## src/rtl/rr_merge4_pkg.sv

```systemverilog
// Shared constants for the 4-to-1 round-robin stream merger.
package rr_merge4_pkg;

  localparam int unsigned NUM_CH = 4;
  localparam int unsigned SEL_W  = 2;

  localparam logic ST_IDLE = 1'b0;
  localparam logic ST_LOCK = 1'b1;

endpackage

```

## src/rtl/rr_arb4.sv

```systemverilog
// Rotated-priority arbiter: grants the first requester after ptr, wrapping back to ptr itself.
module rr_arb4
  import rr_merge4_pkg::*;
(
  input  logic [NUM_CH-1:0] req,
  input  logic [SEL_W-1:0]  ptr,
  output logic [SEL_W-1:0]  gnt_idx,
  output logic              gnt_any
);

  logic [SEL_W-1:0] w_cand;

  // Walk from lowest priority to highest so the last hit is the winner.
  always_comb begin
    gnt_idx = '0;
    w_cand  = '0;
    gnt_any = |req;
    for (int k = int'(NUM_CH); k >= 1; k--) begin
      w_cand = ptr + SEL_W'(k);
      if (req[w_cand]) begin
        gnt_idx = w_cand;
      end
    end
  end

endmodule

```

## src/rtl/rr_merge4.sv

```systemverilog
// 4-to-1 packet-aware round-robin merger with a single full-throughput output register.
module rr_merge4
  import rr_merge4_pkg::*;
#(
  parameter int unsigned DATA_W = 8
) (
  input  logic                     clk,
  input  logic                     rst,
  input  logic [NUM_CH-1:0]        in_valid,
  output logic [NUM_CH-1:0]        in_ready,
  input  logic [NUM_CH*DATA_W-1:0] in_data,
  input  logic [NUM_CH-1:0]        in_last,
  output logic                     out_valid,
  input  logic                     out_ready,
  output logic [DATA_W-1:0]        out_data,
  output logic                     out_last,
  output logic [SEL_W-1:0]         out_sel
);

  logic              r_state;
  logic              w_state_nxt;
  logic [SEL_W-1:0]  r_rr_ptr;
  logic [SEL_W-1:0]  r_lock_ch;
  logic              r_out_valid;
  logic [DATA_W-1:0] r_out_data;
  logic              r_out_last;
  logic [SEL_W-1:0]  r_out_sel;

  logic              w_load;
  logic [SEL_W-1:0]  w_gnt_idx;
  logic              w_gnt_any;
  logic [SEL_W-1:0]  w_src;
  logic              w_src_valid;
  logic [DATA_W-1:0] w_src_data;
  logic              w_src_last;
  logic              w_xfer;

  rr_arb4 u_arb (
    .req     (in_valid),
    .ptr     (r_rr_ptr),
    .gnt_idx (w_gnt_idx),
    .gnt_any (w_gnt_any)
  );

  assign w_load      = ~r_out_valid | out_ready;
  // A locked packet owns the mux until its last beat.
  assign w_src       = (r_state == ST_LOCK) ? r_lock_ch : w_gnt_idx;
  assign w_src_valid = in_valid[w_src];
  assign w_src_last  = in_last[w_src];
  assign w_src_data  = in_data[32'(w_src) * DATA_W +: DATA_W];
  assign w_xfer      = ~rst & w_load & w_src_valid;

  always_comb begin
    in_ready = '0;
    if (!rst && w_load && ((r_state == ST_LOCK) || w_gnt_any)) begin
      in_ready[w_src] = 1'b1;
    end
  end

  always_comb begin
    w_state_nxt = r_state;
    if (w_xfer) begin
      w_state_nxt = w_src_last ? ST_IDLE : ST_LOCK;
    end
  end

  always_ff @(posedge clk) begin
    if (rst) begin
      r_state <= ST_IDLE;
    end else begin
      r_state <= w_state_nxt;
    end
  end

  // Output register, arbitration pointer and lock owner.
  always_ff @(posedge clk) begin
    if (rst) begin
      r_out_valid <= 1'b0;
      r_out_data  <= '0;
      r_out_last  <= 1'b0;
      r_out_sel   <= '0;
      r_rr_ptr    <= SEL_W'(NUM_CH - 1);
      r_lock_ch   <= '0;
    end else if (w_load) begin
      r_out_valid <= w_xfer;
      if (w_xfer) begin
        r_out_data <= w_src_data;
        r_out_last <= w_src_last;
        r_out_sel  <= w_src;
        if (r_state == ST_IDLE) begin
          r_rr_ptr  <= w_src;
          r_lock_ch <= w_src;
        end
      end
    end
  end

  assign out_valid = r_out_valid;
  assign out_data  = r_out_data;
  assign out_last  = r_out_last;
  assign out_sel   = r_out_sel;

endmodule
```

## config.mk

```make
export PLATFORM = sky130hd
export DESIGN_NAME = rr_merge4
export DESIGN_NICKNAME = d
export VERILOG_FILES = /design/src/rtl/rr_merge4_pkg.sv /design/src/rtl/rr_arb4.sv /design/src/rtl/rr_merge4.sv
export SDC_FILE = /design/constraint.sdc
export NUM_CORES = 1
export LEC_CHECK = 0
export CAP_MARGIN = 25
export CORE_MARGIN = 2
export CORE_UTILIZATION = 35
export DETAILED_ROUTE_END_ITERATION = 16
export PLACE_DENSITY = 0.7
export SLEW_MARGIN = 20
export SYNTH_ARGS = -nofsm -noshare
export SYNTH_HDL_FRONTEND = slang
export SYNTH_SLANG_ARGS = --single-unit
```

## constraint.sdc

```tcl
create_clock -name clk -period 2.9 [get_ports clk]
set_input_delay 0.58 -clock clk [delete_from_list [all_inputs] [get_ports clk]]
set_output_delay 0.58 -clock clk [all_outputs]
set_load 0.005 [all_outputs]
```

After elaboration in Yosys (flattened, before gate mapping)
Index checks and enable logic that the tools add are counted.

Bits in registers: 17. Word-level logic and storage cells: 52.

Add/subtract/negate cells: 3. $lt $le $gt $ge: 6. Shifts and indexed selects: 1. Muxes and demuxes: 21. Bitwise gates (word level): 6. Reduce and logical (&&, ||, !) cells: 8.

Operators with widths (number): indexed part select 32 x 6 -> 8 bit (1); < comparator 2 x 3 -> 1 bit, second input constant (5); binary-select mux 1 bit (select 2 bit) (6); two-way mux 2 bit (5); two-way mux 1 bit (8); adder 2 bit, second input constant (2); two-way mux 4 bit (1); OR reduction 4 bit (1); logical AND 1 bit (3); inverter 1 bit (3); AND reduction 3 bit (1); adder 2 x 1 -> 2 bit, second input constant (1); AND 1 bit (2); demux 1 bit (select 2 bit) (1); >= comparator 2 x 1 -> 1 bit, second input constant (1); AND reduction 2 bit (1); zero test 1 bit (1); logical OR 1 bit (1); bitwise OR 1 bit (1).

Longest topological paths before layout
Depth after elaboration: 12. Gate-level depth with buffers: 9. Depth with buffers taken out: 7.

By module
From an unflattened synthesis, not the netlist that was laid out.

Cell total of the unflattened synthesis: 160. Area, all modules: 1166.1 um^2.

Modules (own cells, without submodules): rr_merge4 (instances 1, cells an instance 146, area an instance 1074.8 um^2, seq. area each 340.3 um^2); rr_arb4 (instances 1, cells an instance 14, area an instance 91.3 um^2, seq. area each 0.0 um^2).

Worst setup path before layout
OpenSTA, ideal clock, no wires.

Path type: input to output. Start point: input port in_valid[2]. End point: output port in_ready[1]. Data arrival time: 1.891 ns. Required time: 2.320 ns. Slack: 0.429 ns. Stages: 6. Path buffers: 2. Cells stage by stage: buf_2 > or3b_1 > o211ai_1 > a221o_2 > clkbuf_1 > and3_1.

Cells in the longest elaborated chain, start to end: 12. Elaborated cells on any way between the ends: 22. Those cells by class: order compare: 2; mux: 16; reduce/logical: 4.

Ends and longest elaborated chain: from (decl) (line rr_merge4.sv:9) `input logic [NUM_CH-1:0] in_valid,`; binary-select mux 1 bit (select 2 bit) (line rr_arb4.sv:20) `if (req[w_cand]) begin`; two-way mux 1 bit (not written as such) (line rr_arb4.sv:20); two-way mux 2 bit (4 in series) (line rr_arb4.sv:20); two-way mux 2 bit (line rr_merge4.sv:47) `assign w_src = (r_state == ST_LOCK) ? r_lock_ch : w_gnt_idx;`; < comparator 2 x 3 -> 1 bit (not written as such) / >= comparator 2 x 1 -> 1 bit (equally long branches) (line rr_merge4.sv:56) `in_ready[w_src] = 1'b1;`; logical AND 1 bit (not written as such) (line rr_merge4.sv:56); two-way mux 1 bit (not written as such) (line rr_merge4.sv:56); demux 1 bit (select 2 bit) (line rr_merge4.sv:56); two-way mux 4 bit (*) (line rr_merge4.sv:55) `if (!rst && w_load && ((r_state == ST_LOCK) || w_gnt_any)) begin`; to (decl) (line rr_merge4.sv:10) `output logic [NUM_CH-1:0] in_ready,`.

Mark *: on every way between the ends. The rest lies on a longest branch, timed or not. The select of a mux whose other input is x is not followed.

Final worst setup path
Start point: input port in_valid[3]. End point: output port in_ready[2].

Same word-level chain as after synthesis.

==> key figures <==
Power and ir drop
  • Leakage Power: 0.819 nW
  • Overall power: 1.66 mW
  • Pwr dens: 809 nW/µm²
  • VDD IR max: 0.444 mV

Timing
  • Slew headroom: 0.742
  • Final period utilization: 0.980
  • Peak Freq: 352 MHz
  • Setup TNS: 0 ps
  • Final hold slack: 475 ps
  • Fin. Hold Viols: 0
  • Final Setup Violations: 0
  • RSZ-0062 raised after global routing: false
  • Count of final max-slew check failures: 0
  • Worst Skew: 9.38 ps
  • Tmin final: 2840 ps
  • Measured slew at the worst slew-check pin: 384 ps

Worst setup path
  • Crit path max-delay cell type: clkdlybuf4s50_1
  • Critical path class: primary input to output port
  • Crit-path most repeated cell: buf_4
  • FF-to-FF End: out_data[4]$_SDFFE_PP0P_
  • Worst path cell trace: clkdlybuf4s50_1 > buf_4 > o221a_1 > a221o_2 > buf_4 > nor2_2 > dlygate4sd2_1
  • CP max FO: 4
  • Launching point of the worst reg2reg path: r_rr_ptr[1]$_SDFFE_PP1P_
  • Max stage delay on crit path: 430 ps
  • Crit. Startpoint: in_valid[3]
  • Worst Setup Start Kind: primary input
  • Worst Path Required: 2320 ps
  • CP endpoint: in_ready[2]
  • CP delay by family, top: buffers and inverters
  • Crit path depth: 7
  • CP Capture Type: output port
  • Register-to-register setup slack: 450 ps
  • Worst EP arrival: 2260 ps
  • CP bufs+invs: 4
  • Worst-case reg-to-reg path depth: 10

Detailed routing
  • Total Wirelength: 3730 µm
  • Via density: 5.22
  • DR iter-0 viols: 52
  • # DRC: 0
  • Total number of vias: 1404
  • DR pass1 iterations: 4
  • Post-route ant nets: 0
  • WL per Instance: 13.8 µm

Clocking
  • Clock buffer depth: 2
  • Clock sinks: 17
  • CTS H-tree depth: 1
  • CTS buffer count: 3
  • Root buffer cell: clkbuf_4
  • CTS tree: built
  • Clock transition at path regs: 100 ps
  • # hold bufs at CTS: 0
  • Later-pin clock latency in the skew report: 300 ps

Placed design
  • Dpl cells: 263
  • I/O Buffers: 58
  • Placed Area: 2000 µm²
  • GP Congestion: 0.823
  • Detailed placement HPWL: 2940 µm

GRT
  • Largest net degree at the start of global routing: 18
  • Grt ovf: 0
  • First-pass GRT wire length: 6070 µm
  • Initial antenna violation count: 0
  • Tot GR Track Use: 0.186
  • Vias in the first global route: 1313

Logic synthesis
  • Mapped Area: 1250 µm²
  • Cells after synthesis: 148
  • Ys Warns: 0
  • Synthesis-stage register bit count: 17
  • Netlist cell types: 43
  • EDFF count, synth: 0
  • Post-Syn Area per Cell: 8.43 µm²
  • Syn_nets: 191
  • Post-synthesis sequential area ratio: 0.273
  • Ys flop type: dfxtp_1
  • Post-synth ARST share: 0

Flow run
  • MaxCap Viol Count: 0

Final layout
  • Syn-to-layout area delta: 64.1%
  • Layout cells sized above 1: 0.238
  • Final instance area: 2050 µm²
  • # nets final: 267
  • Most frequent cells in the layout: clkdlybuf4s50_1 (51), nand2_1 (25), buf_4 (25)
  • Reg area: 340 µm²
  • Final std cells w/o fill: 269
  • Leading cell type in the layout, fill and taps excluded: clkdlybuf4s50_1
  • Fillers: 310
  • Multi-input gate area: 825 µm²
  • N_diodes: 0

Die
  • # IOs: 59
  • Initial Util: 0.368
  • Die height: 63.7 µm
  • Core area: 3390 µm²
  • Die Span X: 63.7 µm
  • FP Rows: 21
  • Die Outline Area: 4060 µm²

Run status
  • Status: finished, final reports clean

Min path
  • Hold crit path type: flip-flop to flip-flop
  • Min-Delay Path Depth: 2
==> Yosys cell counts (2+ instances only) <==
cell type / count / area (µm²)
a21o_1: 2 / 15.0
a21oi_2: 8 / 70.1
or3b_1: 2 / 17.5
clkbuf_1: 4 / 15.0
nand2b_1: 4 / 25.0
a32oi_1: 2 / 17.5
buf_6: 2 / 22.5
a21oi_1: 13 / 65.1
buf_4: 3 / 22.5
dfxtp_1: 17 / 340
nor2_1: 10 / 37.5
mux2_2: 2 / 22.5
buf_2: 3 / 15.0
inv_1: 3 / 11.3
nand2_1: 25 / 93.8
mux2i_1: 9 / 90.1
a221o_1: 9 / 90.1
nor2b_1: 2 / 12.5
a221oi_2: 2 / 30.0
and3_1: 2 / 12.5
nor3_1: 2 / 10.0
==> sequential cells by signal (all words and copies together), names as in the netlist <==
register and flops:
out_data 8, out_sel 2, r_lock_ch 2, r_rr_ptr 2, out_last 1, out_valid 1
r_state 1
==> cells by family after synthesis <==
kind of cell,count (synthesis),share of synthesized area
flip-flops,17,0.273
AND/OR/NAND/NOR,52,0.199
multiplexers,11,0.0903
buffers and inverters,16,0.0732
AO/OA/AOI/OAI,52,0.365
==> stage by stage <==
stage           util  worst slack [ps]
2_1_floorplan      -               429
3_3_place_gp   0.591              -244
3_5_place_dp   0.591              -298
4_1_cts        0.599              -112
5_1_grt        0.604              6.66
6_report       0.604              57.0
==> metal layers <==
metal	track usage	wire, µm	vias up
met1	0.247	1750	663
met3	0.0429	169	4
li1	-	-	699
met2	0.308	1780	38
met5	0	0	-
met4	0.0408	31	0
==> cell type report <==
type | instances | area share
multi-input cells | 115 | 0.403
repair buffers | 84 | 0.383
flip-flops and latches | 17 | 0.166
well taps | 46 | 0.0281
clock buffers | 3 | 0.0110
inverters | 3 | 0.00550
clock inverters | 1 | 0.00367
==> how the worst min path moves through the flow <==
| stage | from | end |
|---|---|---|
| CTS | out_data[5]$_SDFFE_PP0P_ | out_data[5]$_SDFFE_PP0P_ |
| finish | out_data[3]$_SDFFE_PP0P_ | out_data[3]$_SDFFE_PP0P_ |
| global route | out_data[7]$_SDFFE_PP0P_ | out_data[7]$_SDFFE_PP0P_ |
| global placement | out_data[0]$_SDFFE_PP0P_ | out_data[0]$_SDFFE_PP0P_ |
| floorplan | out_data[0]$_SDFFE_PP0P_ | out_data[0]$_SDFFE_PP0P_ |
| detailed placement | out_data[5]$_SDFFE_PP0P_ | out_data[5]$_SDFFE_PP0P_ |
==> where the power goes <==
group	switching, mW	internal (mW)
clock	0.0807	0.0526
combinational	0.528	0.608
sequential	0.0714	0.315
==> repair_timing <==
action | in CTS | in global routing
setup buffers | 0 | 2
endpoints found under the setup margin | 4 | 1
gates resized for setup | 7 | 1
pin swaps | 1 | 1
==> worst min-delay path: cells and delay by family (launching register included) <==
kind | cells | cell delay (ps)
simple gates | 1 | 70
compound gates | 1 | 50
flops | 1 | 320
Power figures use the tool's default switching activity.
